## src/rtl/mult_nmbit.sv

```systemverilog
// =============================================================================
// Module   : mult_nmbit
// Brief    : Signed N x M Baugh-Wooley array multiplier with registered product.
// Revision : 1.0 - initial release
// =============================================================================
`default_nettype none

module mult_nmbit_ha (
    input  logic a,
    input  logic b,
    output logic s,
    output logic c
);
    assign s = a ^ b;
    assign c = a & b;
endmodule

module mult_nmbit_fa (
    input  logic a,
    input  logic b,
    input  logic ci,
    output logic s,
    output logic co
);
    assign s  = a ^ b ^ ci;
    assign co = (a & b) | (ci & (a ^ b));
endmodule

module mult_nmbit #(
    parameter int N = 4,
    parameter int M = 5
) (
    input  logic             clk,
    input  logic             rst_n,
    input  logic             in_valid,
    input  logic [N-1:0]     A,
    input  logic [M-1:0]     B,
    output logic [N+M-1:0]   Prod,
    output logic             out_valid
);
    localparam int c_W = N + M;
    // Sign-term correction 2^(N-1) + 2^(M-1) + 2^(N+M-1); the adds merge when N == M.
    localparam logic [c_W-1:0] c_CORR = c_W'((64'd1 << (N-1)) + (64'd1 << (M-1))
                                             + (64'd1 << (c_W-1)));

    logic [M-1:0][c_W-1:0] w_pp;
    logic [M:0][c_W-1:0]   w_acc;
    logic [c_W-1:0]        r_prod;
    logic                  r_valid;

    // Partial-product rows, row j aligned at bit j; sign row/column inverted.
    for (genvar j = 0; j < M; j++) begin : g_pp_row
        for (genvar k = 0; k < c_W; k++) begin : g_pp_bit
            if ((k - j) < 0 || (k - j) > N-1) begin : g_zero
                assign w_pp[j][k] = 1'b0;
            end else if ((k - j) == N-1 && j == M-1) begin : g_corner
                assign w_pp[j][k] = A[N-1] & B[M-1];
            end else if ((k - j) == N-1 || j == M-1) begin : g_inv
                assign w_pp[j][k] = ~(A[k-j] & B[j]);
            end else begin : g_plain
                assign w_pp[j][k] = A[k-j] & B[j];
            end
        end
    end

    assign w_acc[0] = c_CORR;

    // One ripple-carry adder per row; the carry out of the top bit is dropped (mod 2^W).
    for (genvar j = 0; j < M; j++) begin : g_add_row
        logic [c_W-2:0] w_c;

        mult_nmbit_ha u_ha (
            .a (w_acc[j][0]),
            .b (w_pp[j][0]),
            .s (w_acc[j+1][0]),
            .c (w_c[0])
        );

        for (genvar k = 1; k < c_W-1; k++) begin : g_fa
            mult_nmbit_fa u_fa (
                .a  (w_acc[j][k]),
                .b  (w_pp[j][k]),
                .ci (w_c[k-1]),
                .s  (w_acc[j+1][k]),
                .co (w_c[k])
            );
        end

        assign w_acc[j+1][c_W-1] = w_acc[j][c_W-1] ^ w_pp[j][c_W-1] ^ w_c[c_W-2];
    end

    always_ff @(posedge clk or negedge rst_n) begin
        if (!rst_n) begin
            r_prod  <= '0;
            r_valid <= 1'b0;
        end else begin
            r_prod  <= w_acc[M];
            r_valid <= in_valid;
        end
    end

    assign Prod      = r_prod;
    assign out_valid = r_valid;

endmodule

`default_nettype wire

```

## config.mk

```make
export PLATFORM = sky130hd
export DESIGN_NAME = mult_nmbit
export DESIGN_NICKNAME = d
export VERILOG_FILES = /design/src/rtl/mult_nmbit.sv
export SDC_FILE = /design/constraint.sdc
export NUM_CORES = 1
export LEC_CHECK = 0
export CORE_UTILIZATION = 49
export DETAILED_ROUTE_END_ITERATION = 16
export GPL_TIMING_DRIVEN = 0
export MAX_ROUTING_LAYER = met4
export PLACE_DENSITY = 0.94
export SLEW_MARGIN = 5
export SYNTH_ARGS = -nofsm -noshare
export SYNTH_HDL_FRONTEND = slang
export SYNTH_SLANG_ARGS = --single-unit
```

## constraint.sdc

```tcl
create_clock -name clk -period 1.1 [get_ports clk]
set_input_delay 0.22 -clock clk [delete_from_list [all_inputs] [get_ports clk]]
set_output_delay 0.22 -clock clk [all_outputs]
set_load 0.005 [all_outputs]
```

==> impl_metrics.py <==
metrics = {
    "drt": {
        "wl_met1_um": 656,
        "drt_pass1_iterations": 4,
        "drc": 0,
        "wl_met2_um": 926,
        "num_vias": 545,
        "wl_met3_um": 34,
        "highest_layer": "met4",
        "vias_per_cell": 4.823,
        "drt.antenna.violating_nets": 0,
        "drtIter0Drc": 3,
        "wl_mm": 1.636,
        "post_drt_wl_per_cell_um": 14.48,
    },
    "finish": {
        "final_common_cell": "inv_2",
        "layout.nets": 131,
        "drive_above_1_share": 0.4388,
        "post-route-util": 0.8208,
        "mostFrequentLayoutCells": "inv_2, dfrtp_1, nand2_1, fa_2",
        "area_growth_pct": 48.20,
        "n_antenna_cell": 0,
        "fill_cells": 81,
    },
    "worst_setup_path": {
        "path_class": "in -> reg",
        "endpoint_kind": "register",
        "crit_path_start_kind": "primary input",
        "cp.required_ns": 1.25,
        "critPathMaxFanout": 2,
        "critPathArrivalTime_ns": 4.31,
    },
    "floorplan": {
        "core_area_mm2": 0.001383,
        "die-area_mm2": 0.001725,
        "die_width_um": 41.53,
        "ioPinCount": 22,
        "initial_utilization": 0.5538,
        "die_h_um": 41.53,
        "num_rows": 13,
    },
    "sta": {
        "finalCritPeriodShare": 3.780,
        "setup_slack_ns": -3.058,
        "relSlewSlack": 0.7111,
        "max_freq_mhz": 240.5,
        "finalSetupViolCount": 7,
        "worst_pin_slew_ns": 0.4320,
        "tns_ns": -14.26,
        "hold_viol_final": 0,
        "fin_crit_ns": 4.158,
        "drv_slew": 0,
        "timing.hold.ws_ns": 0.1991,
        "rsz0062_at_grt": "yes",
    },
    "logic_synthesis": {
        "syn_area_um2": 765.7,
        "muxShareOfSynthArea": 0,
        "synth-seq-cells": 10,
        "synth-simple-area-share": 0.1356,
        "netlist_instances": 71,
        "yosysWarnings": 0,
        "syn_area_per_cell_um2": 10.78,
        "yosysUniqueCellTypes": 7,
        "yosysSeqAreaShare": 0.3268,
        "synth_compound_area_frac": 0,
        "synthXorXnorAreaFrac": 0.01144,
        "synth_top_family_by_area": "adder cells",
        "synth_fp_nets": 102,
        "synthAdderAreaFrac": 0.4281,
    },
    "pwr": {
        "p_leak_nw": 0.5387,
        "switchingPower_mw": 0.5546,
        "total_power_mw": 1.607,
        "p_sw_frac": 0.3451,
        "ir_worst_vdd_v": 0.0009867,
        "p_per_area_mw_per_mm2": 1416,
        "p_clk_frac": 0.145,
        "p_comb_frac": 0.526,
        "p_int_mw": 1.052,
        "seq_power_share": 0.329,
    },
    "run_status": {
        "run_status": "finished with violations",
        "failed_checks": "setup timing",
    },
    "clock_tree": {
        "cts_sinks": 10,
        "ctsLongestPathBuffers": 2,
        "root_buffer": "clkbuf_4",
        "cts_tree": "done",
        "clk_pin_slew_ns": 0.06,
        "cts_buffers": 3,
        "ctsHoldBuffers": 0,
        "htree_levels": 1,
    },
    "placed_design": {
        "gp_congestion": 0.7320,
        "place_ws_ns": -3.836,
        "io_buffers": 21,
        "hpwl_mm": 1.002,
    },
    "global_route": {
        "grt_antenna_before_repair": 0,
        "overflow": 0,
        "grt_max_degree": 11,
        "grt_pass1_wl_mm": 2.884,
        "first_global_vias": 617,
        "grt_usage": 0.2362,
    },
    "run": {
        "max-cap-violations": 0,
    },
    "min_path": {
        "hold_path_class": "in -> reg",
    },
}
cell usage after synthesis, drive strengths merged:
cell | instances | area share
inv | 20 | 0.098
nand2 | 11 | 0.054
fa | 12 | 0.31
ha | 7 | 0.11
and2 | 10 | 0.082
xor2 | 1 | 0.011
dfrtp | 10 | 0.33
state kept, by name, indices dropped and copies added, names as in the netlist:
name / flops
Prod: 9
out_valid: 1
cells by family (layout without fill, tap and decap cells):
group                    count (synthesis)  in the layout
adder cells (fa/ha/maj)                 19             19
XOR/XNOR                                 1              1
flip-flops                              10             10
buffers and inverters                   20             47
AND/OR/NAND/NOR                         21             21
power by group through the flow:
stage / clock, mW / sequential (mW) / combinational (mW)
2_1_floorplan: 0 / 0.544 / 0.369
3_3_place_gp: 0 / 0.521 / 0.723
3_5_place_dp: 0 / 0.525 / 0.761
4_1_cts: 0.244 / 0.514 / 0.800
5_1_grt: 0.260 / 0.536 / 0.949
6_report: 0.233 / 0.528 / 0.846
metal layers:
metal | track usage | vias to the layer above
met1 | 0.2725 | 271
li1 | - | 256
met2 | 0.4156 | 16
met4 | 0.1161 | 0
met3 | 0.01304 | 2
met5 | - | -
critical path: stages:
cell	delay [ns]
buf_8	0.07
and2_4	0.14
ha_4	0.12
inv_2	0.03
fa_2	0.33
inv_2	0.06
fa_2	0.43
inv_2	0.07
fa_2	0.19
inv_2	0.04
fa_2	0.56
inv_2	0.04
fa_2	0.34
fa_2	0.42
inv_2	0.07
fa_2	0.19
inv_2	0.04
fa_2	0.39
fa_2	0.52
inv_1	0.03
final timing paths:
check / from / endpoint / slack, ns / cells past startpoint
max in group asynchronous: rst_n / Prod[5]$_DFF_PN0_ / 0.53 / 1
setup / recovery: B[0] / Prod[7]$_DFF_PN0_ / -3.06 / 20
hold / removal: A[0] / Prod[0]$_DFF_PN0_ / 0.20 / 2
min in group asynchronous: rst_n / out_valid$_DFF_PN0_ / 0.27 / 1
final cells by class:
class / instances / area, um^2 / area share
multi-input cells: 41 / 523.0 / 0.4609
inverters: 20 / 75.07 / 0.06615
clock buffers: 3 / 22.52 / 0.01985
repair buffers: 24 / 245.2 / 0.2161
flip-flops and latches: 10 / 250.2 / 0.2205
well taps: 15 / 18.77 / 0.01654
repair_timing:
item / 4_1_cts / 5_1_grt
gates resized for setup: 59 / 8
cloned: 0 / 0
pin swaps: 14 / 8
setup buffers: 3 / 0
setup endpoints to repair: 17 / 12
metrics by stage:
step                cells  area, um^2
floorplan              71       798.3
global placement      107        1027
detailed placement    107        1027
CTS                   113        1131
global route          113        1135
finish                113        1135
Power figures use the tool's default switching activity.
